`config.mk`:
```
export PLATFORM = sky130hd
export DESIGN_NAME = swrite_engine_mc
export DESIGN_NICKNAME = d
export VERILOG_FILES = /design/src/rtl/swrite_engine_mc.sv
export SDC_FILE = /design/constraint.sdc
export NUM_CORES = 1
export LEC_CHECK = 0
export ABC_AREA = 1
export BUFFER_PORTS_ARGS = -buffer_cell sky130_fd_sc_hd__clkbuf_2
export CORE_ASPECT_RATIO = 0.75
export CORE_MARGIN = 10
export CORE_UTILIZATION = 45
export DETAILED_ROUTE_END_ITERATION = 8
export MAX_ROUTING_LAYER = met4
export PLACE_DENSITY = 0.82
export SLEW_MARGIN = 30
export SYNTH_ARGS = -nofsm -noshare
export SYNTH_HDL_FRONTEND = slang
export SYNTH_SLANG_ARGS = --single-unit
```
`constraint.sdc`:
```
create_clock -name aclk -period 2.3 [get_ports aclk]
set_input_delay 0 -clock aclk [delete_from_list [all_inputs] [get_ports aclk]]
set_output_delay 0 -clock aclk [all_outputs]
set_load 0.01 [all_outputs]
```
`src/rtl/swrite_engine_mc.sv`:
```
// swrite_engine_mc
//
// Reads a block of 64-bit words from memory through an AXI read master and
// emits it as SRIO SWRITE packets on the ireq AXI-Stream. Each packet is one
// header beat plus up to PKT_BEATS payload beats. The transfer can optionally
// be followed by a DOORBELL. The doorbell response is tracked with a timeout,
// and the outcome is reported as a one-cycle done pulse, with err raised in
// the same cycle if anything went wrong.
//
// Parameters:
//   BURST_LEN   AXI beats per full read burst (power of 2, 1..256)
//   PKT_BEATS   payload beats per full SWRITE packet (power of 2, 1..32)
//   SIZE_W      width of size_dw
//   TIMEOUT_CYC cycles to wait for the doorbell response; 0 disables
//
// Ports:
//   aclk, areset           clock, synchronous active-high reset
//   start                  one-cycle request, ignored while busy
//   src_addr, dst_addr     byte addresses, bits [2:0] ignored
//   size_dw                transfer length in 64-bit beats, minus 1
//   db_en, db_info         doorbell enable and info field
//   busy, done, err        status: busy level, done pulse, err pulse with done
//   m_axis_ireq_*          outbound SRIO request stream
//   s_axis_iresp_*         inbound SRIO response stream (always ready)
//   m_axi_ar*, m_axi_r*    AXI read address / data channels

module swrite_engine_mc #(
    parameter int unsigned BURST_LEN   = 16,
    parameter int unsigned PKT_BEATS   = 32,
    parameter int unsigned SIZE_W      = 16,
    parameter int unsigned TIMEOUT_CYC = 65535
) (
    input  logic              aclk,
    input  logic              areset,

    input  logic              start,
    input  logic [31:0]       src_addr,
    input  logic [31:0]       dst_addr,
    input  logic [SIZE_W-1:0] size_dw,
    input  logic              db_en,
    input  logic [15:0]       db_info,
    output logic              busy,
    output logic              done,
    output logic              err,

    output logic              m_axis_ireq_tvalid,
    input  logic              m_axis_ireq_tready,
    output logic [63:0]       m_axis_ireq_tdata,
    output logic              m_axis_ireq_tlast,

    input  logic              s_axis_iresp_tvalid,
    output logic              s_axis_iresp_tready,
    input  logic [63:0]       s_axis_iresp_tdata,
    input  logic [7:0]        s_axis_iresp_tkeep,
    input  logic              s_axis_iresp_tlast,

    output logic [31:0]       m_axi_araddr,
    output logic [7:0]        m_axi_arlen,
    output logic              m_axi_arvalid,
    input  logic              m_axi_arready,

    input  logic [63:0]       m_axi_rdata,
    input  logic [1:0]        m_axi_rresp,
    input  logic              m_axi_rlast,
    input  logic              m_axi_rvalid,
    output logic              m_axi_rready
);

    // Beat counts need one bit more than size_dw to hold size_dw+1.
    localparam int unsigned    CntW       = SIZE_W + 1;
    localparam logic [CntW-1:0] BurstLenC = CntW'(BURST_LEN);
    localparam logic [CntW-1:0] PktMask   = CntW'(PKT_BEATS - 1);
    localparam int unsigned    PktShift   = $clog2(PKT_BEATS);
    localparam logic [31:0]    BurstBytes = 32'(BURST_LEN * 8);
    localparam logic [31:0]    PktBytes   = 32'(PKT_BEATS * 8);
    localparam bit             ToEnable   = (TIMEOUT_CYC != 0);
    localparam logic [31:0]    ToLast     = 32'(TIMEOUT_CYC - 1);

    // SWRITE header upper word: ftype 6, prio 01; DOORBELL: ftype A, tid 0x81.
    localparam logic [31:0]    HeadTop    = {8'h00, 8'h60, 1'b0, 2'b01, 1'b0, 12'h000};
    localparam logic [31:0]    DbTop      = {8'h81, 8'hA0, 1'b0, 2'b01, 1'b0, 12'h000};

    typedef enum logic [2:0] {
        StIdle,
        StHead,
        StData,
        StDb,
        StWait,
        StFin
    } state_e;

    state_e state_q, state_d;

    // Request latched at start.
    logic [SIZE_W-1:0] size_q;
    logic              db_en_q;
    logic [15:0]       db_info_q;
    logic [31:0]       pkt_addr_q;

    // Packet side progress.
    logic [CntW-1:0]   beat_cnt_q;   // payload beats already forwarded
    logic [SIZE_W-1:0] pkt_left_q;   // packets still to send after the current one
    logic [31:0]       to_cnt_q;     // cycles spent in StWait
    logic              err_flag_q;   // sticky failure flag for this transfer

    // AR engine, runs ahead of the packet FSM.
    logic              ar_valid_q;
    logic [31:0]       ar_addr_q;
    logic [CntW-1:0]   ar_rem_q;     // beats not yet requested

    logic              accept;
    logic [CntW-1:0]   n_total;
    logic              ar_last;
    logic              ar_hs;
    logic              r_hs;
    logic              data_last;
    logic              pkt_end;
    logic              resp_hit;
    logic              resp_ok;
    logic              timeout;
    logic [63:0]       rdata_swap;

    logic unused_inputs;
    assign unused_inputs = ^{s_axis_iresp_tkeep, s_axis_iresp_tlast, s_axis_iresp_tdata[47:0],
                             m_axi_rlast, src_addr[2:0], dst_addr[2:0]};

    assign accept  = (state_q == StIdle) && start;
    assign n_total = {1'b0, size_dw} + CntW'(1);

    // ------------------------------------------------------------------
    // AR engine
    // ------------------------------------------------------------------
    // The final burst carries whatever is left; when N is a multiple of
    // BURST_LEN this is a full burst, so arlen = (N-1) mod BURST_LEN holds.
    assign ar_last       = (ar_rem_q <= BurstLenC);
    assign m_axi_arlen   = ar_last ? 8'(ar_rem_q - CntW'(1)) : 8'(BURST_LEN - 1);
    assign m_axi_araddr  = ar_addr_q;
    assign m_axi_arvalid = ar_valid_q;
    assign ar_hs         = ar_valid_q && m_axi_arready;

    always_ff @(posedge aclk) begin
        if (areset) begin
            ar_valid_q <= 1'b0;
            ar_addr_q  <= '0;
            ar_rem_q   <= '0;
        end else if (accept) begin
            ar_valid_q <= 1'b1;
            ar_addr_q  <= {src_addr[31:3], 3'b000};
            ar_rem_q   <= n_total;
        end else if (ar_hs) begin
            ar_addr_q <= ar_addr_q + BurstBytes;
            if (ar_last) begin
                ar_valid_q <= 1'b0;
                ar_rem_q   <= '0;
            end else begin
                ar_rem_q <= ar_rem_q - BurstLenC;
            end
        end
    end

    // ------------------------------------------------------------------
    // Packet FSM
    // ------------------------------------------------------------------
    // SRIO payload is big-endian relative to the AXI little-endian word.
    always_comb begin
        rdata_swap = '0;
        for (int i = 0; i < 8; i++) begin
            rdata_swap[8*i +: 8] = m_axi_rdata[8*(7-i) +: 8];
        end
    end

    // Packets are aligned to beat 0, so the low bits of the beat count give
    // the position inside the current packet.
    assign data_last = (beat_cnt_q == {1'b0, size_q});
    assign pkt_end   = ((beat_cnt_q & PktMask) == PktMask) || data_last;
    assign r_hs      = (state_q == StData) && m_axi_rvalid && m_axis_ireq_tready;
    assign resp_hit  = s_axis_iresp_tvalid && (s_axis_iresp_tdata[63:56] == 8'h81);
    assign resp_ok   = (s_axis_iresp_tdata[55:48] == 8'hD0);
    // Fires in the cycle the counter would reach TIMEOUT_CYC.
    assign timeout   = ToEnable && (to_cnt_q == ToLast);

    always_comb begin
        state_d            = state_q;
        m_axis_ireq_tvalid = 1'b0;
        m_axis_ireq_tdata  = '0;
        m_axis_ireq_tlast  = 1'b0;
        m_axi_rready       = 1'b0;

        unique case (state_q)
            StIdle: begin
                if (start) begin
                    state_d = StHead;
                end
            end
            StHead: begin
                m_axis_ireq_tvalid = 1'b1;
                m_axis_ireq_tdata  = {HeadTop, pkt_addr_q};
                if (m_axis_ireq_tready) begin
                    state_d = StData;
                end
            end
            StData: begin
                m_axis_ireq_tvalid = m_axi_rvalid;
                m_axis_ireq_tdata  = rdata_swap;
                m_axis_ireq_tlast  = pkt_end;
                m_axi_rready       = m_axis_ireq_tready;
                if (r_hs && pkt_end) begin
                    if (pkt_left_q != '0) begin
                        state_d = StHead;
                    end else if (db_en_q) begin
                        state_d = StDb;
                    end else begin
                        state_d = StFin;
                    end
                end
            end
            StDb: begin
                m_axis_ireq_tvalid = 1'b1;
                m_axis_ireq_tlast  = 1'b1;
                m_axis_ireq_tdata  = {DbTop, db_info_q, 16'h0000};
                if (m_axis_ireq_tready) begin
                    state_d = StWait;
                end
            end
            StWait: begin
                // A response in the expiry cycle wins over the timeout.
                if (resp_hit || timeout) begin
                    state_d = StFin;
                end
            end
            StFin: begin
                state_d = StIdle;
            end
            default: begin
                state_d = StIdle;
            end
        endcase
    end

    always_ff @(posedge aclk) begin
        if (areset) begin
            state_q    <= StIdle;
            size_q     <= '0;
            db_en_q    <= 1'b0;
            db_info_q  <= '0;
            pkt_addr_q <= '0;
            beat_cnt_q <= '0;
            pkt_left_q <= '0;
            to_cnt_q   <= '0;
            err_flag_q <= 1'b0;
        end else begin
            state_q <= state_d;

            if (accept) begin
                size_q     <= size_dw;
                db_en_q    <= db_en;
                db_info_q  <= db_info;
                pkt_addr_q <= {dst_addr[31:3], 3'b000};
                beat_cnt_q <= '0;
                // ceil((size_dw+1)/PKT_BEATS) - 1
                pkt_left_q <= size_dw >> PktShift;
            end else if (r_hs) begin
                beat_cnt_q <= beat_cnt_q + CntW'(1);
                if (pkt_end) begin
                    pkt_addr_q <= pkt_addr_q + PktBytes;
                    if (pkt_left_q != '0) begin
                        pkt_left_q <= pkt_left_q - SIZE_W'(1);
                    end
                end
            end

            if (state_q == StWait) begin
                to_cnt_q <= to_cnt_q + 32'd1;
            end else begin
                to_cnt_q <= '0;
            end

            if (accept) begin
                err_flag_q <= 1'b0;
            end else if (r_hs && (m_axi_rresp != 2'b00)) begin
                err_flag_q <= 1'b1;
            end else if (state_q == StWait) begin
                if (resp_hit) begin
                    if (!resp_ok) begin
                        err_flag_q <= 1'b1;
                    end
                end else if (timeout) begin
                    err_flag_q <= 1'b1;
                end
            end
        end
    end

    assign busy                = (state_q != StIdle);
    assign done                = (state_q == StFin);
    assign err                 = (state_q == StFin) && err_flag_q;
    assign s_axis_iresp_tready = 1'b1;

endmodule
```
==> impl_metrics.tcl <==
set metrics [dict create \
    status "finished clean" \
    slew_viol_final 0 \
    multi_input_area_um2 6310 \
    initial_utilization_pct 46.0 \
    ios 356 \
    dp_hpwl_um 29100 \
    ir_worst_vdd_mv 0.751 \
    gp_congestion 0.981 \
    async_flop_share_pct 0 \
    die_h_um 156 \
    grt_remaining_overflow 0 \
    path_class "reg -> reg" \
    cts_tree "built" \
    drcViolationCount 0 \
    wirelength_um 39700 \
    min_path_type "in -> reg" \
    synthMuxAreaShare_pct 0 \
    min_period_over_period_pct 92.4 \
    synth_seq_cells 178 \
    nFillCells 2155 \
    setup_tns_ps 0 \
    chipWidth_um 201 \
    place_ws_ps 138 \
    die-area_um2 31400 \
    drtAntennaViolNets 0 \
    yosysTopAreaCell "dfxtp_1" \
    hold_viol 0 \
    p_total_uw 14100 \
    slew_headroom_pct 47.2 \
    start_kind "register" \
    min_period_ps 2130 \
    grtUsageTotal_pct 24.6 \
    syn_area_um2 11100 \
    setup_viol 0 \
    ys_warn_count 0 \
    grt_max_degree 72 \
    fin_ws_ps 174 \
    drt-pass1-iter-count 7 \
    final_nets 2395 \
    critPathRequiredTime_ps 2640 \
    synth_area_leaders "dfxtp_1 32%, nand2_1 14%, nor2_1 8.4%" \
    synthToLayoutAreaGrowth_pct 30.4 \
    worst_clock_skew_ps 16.9 \
    clkTransAtPathRegs_ps 80 \
    clock_latency_ps 440 \
    synth_top_area_share_pct 32.1 \
    root_buffer "clkbuf_16" \
    p_per_area_nw_per_um2 976 \
    drive_gt1_share_pct 18.1 \
    seq_area_um2 3560 \
    via_per_inst 5.34 \
    arrival_ps 2460 \
    synth_top_family_by_area "simple AND/OR/NAND/NOR gates" \
    grt_pass1_vias 12400 \
    yosys.area_share.simple_pct 34.6 \
    core_um2 24200 \
    wl_per_cell_um 16.0 \
    drt_iter0_drc 1391 \
    htreeDepth 4 \
    synth_xor_xnor_area_share_pct 4.10 \
    cts_buffers 17 \
    synthAdderAreaFrac_pct 1.47 \
    synth-edff-count 0 \
    syn_area_per_cell_um2 6.25 \
    synth-compound-area-share_pct 16.5 \
    worst_pin_slew_ps 791 \
    vias 13300 \
    ys.flop_type "dfxtp_1" \
    yosysUniqueCellTypes 48 \
    seq_area_frac_synth_pct 32.1 \
    cp-end-kind "register" \
    critPathMaxFanout 29 \
    maxCapViolations 0 \
    leakagePower_uw 0.00643 \
    antenna_found_initial 1 \
    clock-sinks 178 \
    synth_common_cells "407 x nand2_1, 248 x nor2_1, 237 x inv_1" \
    place.port_buffers 287 \
    fmax_mhz 470 \
    grt_pass1_wl_um 62800 \
    yosysMostFrequentCell "nand2_1" \
    clockBufferDepth 2 \
    synthCells 1775 \
    fp-row-count 49 \
    rsz0062_at_grt "false" \
]
## cells by family (layout without fill, tap and decap cells)
group	count (synthesis)	in the layout
AND/OR/NAND/NOR	891	891
other	2	8
adder cells (fa/ha/maj)	13	13
buffers and inverters	312	686
flip-flops	178	178
AO/OA/AOI/OAI	327	327
XOR/XNOR	52	52
## critical path: stages (launching register included)
cell,delay [ps]
dfxtp_1,460
inv_2,110
nand2_2,110
nor2_4,60
inv_4,220
buf_12,210
nand2_1,60
inv_1,110
nand2_1,100
nor2_1,200
nand2_1,100
o31ai_1,210
inv_1,60
## path summary, 6_finish.rpt
kind | startpoint | endpoint | slack (ps) | depth (start not counted)
max reg2reg | state_q[2]$_SDFFE_PP0P_ | m_axi_araddr[21]$_SDFFE_PP0P_ | 170 | 12
max | state_q[2]$_SDFFE_PP0P_ | m_axi_araddr[21]$_SDFFE_PP0P_ | 170 | 12
min | s_axis_iresp_tdata[62] | err_flag_q$_SDFFE_PP0P_ | 30 | 6
min reg2reg | pkt_addr_q[6]$_SDFFE_PP0P_ | pkt_addr_q[6]$_SDFFE_PP0P_ | 450 | 2
## state kept, by name (all words and copies together) (netlist names)
signal / flops
to_cnt_q: 32
pkt_addr_q: 29
db_info_q: 16
beat_cnt_q: 17
m_axi_arvalid: 1
pkt_left_q: 16
ar_rem_q: 17
err_flag_q: 1
db_en_q: 1
m_axi_araddr: 29
size_q: 16
state_q: 3
## layout by cell type (no fill, tap or decap), types with 3 or more instances in the layout
cell type,Yosys,final
nand2_1,407,407
clkbuf_2,0,287
nor2_1,248,248
inv_1,237,235
dfxtp_1,178,178
o21ai_0,132,132
a21oi_1,116,116
dlygate4sd3_1,0,91
nand3_1,85,84
nor3_1,55,54
nand4_1,46,46
xor2_1,39,39
buf_4,9,27
a31oi_1,22,22
o221ai_1,17,17
clkbuf_16,0,17
xnor2_1,13,13
ha_1,13,13
o211ai_1,12,12
nand3b_1,9,9
or2_2,8,8
nand2_2,6,6
o22ai_1,6,6
buf_12,0,6
inv_2,5,5
nor2_2,5,5
nor3b_1,5,5
nor4_1,5,5
inv_6,0,5
diode_2,0,4
a211oi_1,4,4
o31ai_1,4,4
conb_1,2,4
inv_8,0,4
clkinvlp_4,0,3
a22o_1,3,3
nor3_2,2,3
## where the power goes
group / switching, uW / internal (uW) / leakage, uW
registers: 608 / 3750 / 0.00145
clock network: 1420 / 1470 / 0.000279
logic: 4410 / 2460 / 0.00470
## through the flow
step / cell area (um^2) / util (%) / hold slack, ps / instances
after CTS: 14400 / 59.7 / 1.24 / 2479
final: 14500 / 59.9 / 27.6 / 2486
after global routing: 14500 / 59.9 / 61.2 / 2483
after global placement: 12900 / 53.5 / 223 / 2355
after detailed placement: 12900 / 53.5 / 239 / 2355
after floorplan: 11100 / - / 87.1 / 1777
## area by class of cell
| cell class | instances | area share [%] |
|---|---|---|
| Sequential cell | 178 | 24.6 |
| Antenna cell | 4 | 0.0692 |
| Inverter | 242 | 6.32 |
| Timing Repair Buffer | 412 | 18.5 |
| Tap cell | 331 | 2.86 |
| Clock buffer | 18 | 3.03 |
| Clock inverter | 14 | 0.951 |
| Multi-Input combinational cell | 1287 | 43.6 |
## metal layers
layer	track usage, %	wire length, um	part of all wire (%)	vias up
met4	8.46	962	2.4	0
met3	5.67	3480	8.7	70
li1	-	-	-	6502
met2	38.0	18100	45	692
met5	-	0	0	-
met1	31.1	17300	43	6003
## repair_timing
item | 4_1_cts | 5_1_grt
hold buffers | 91 | 0
pin swaps | 0 | 1
buffers inserted | 1 | 3
endpoints found under the setup margin | 21 | 53
gates resized for setup | 1 | 3
hold endpoints to repair | 98 | 0
Power figures use the tool's default switching activity.
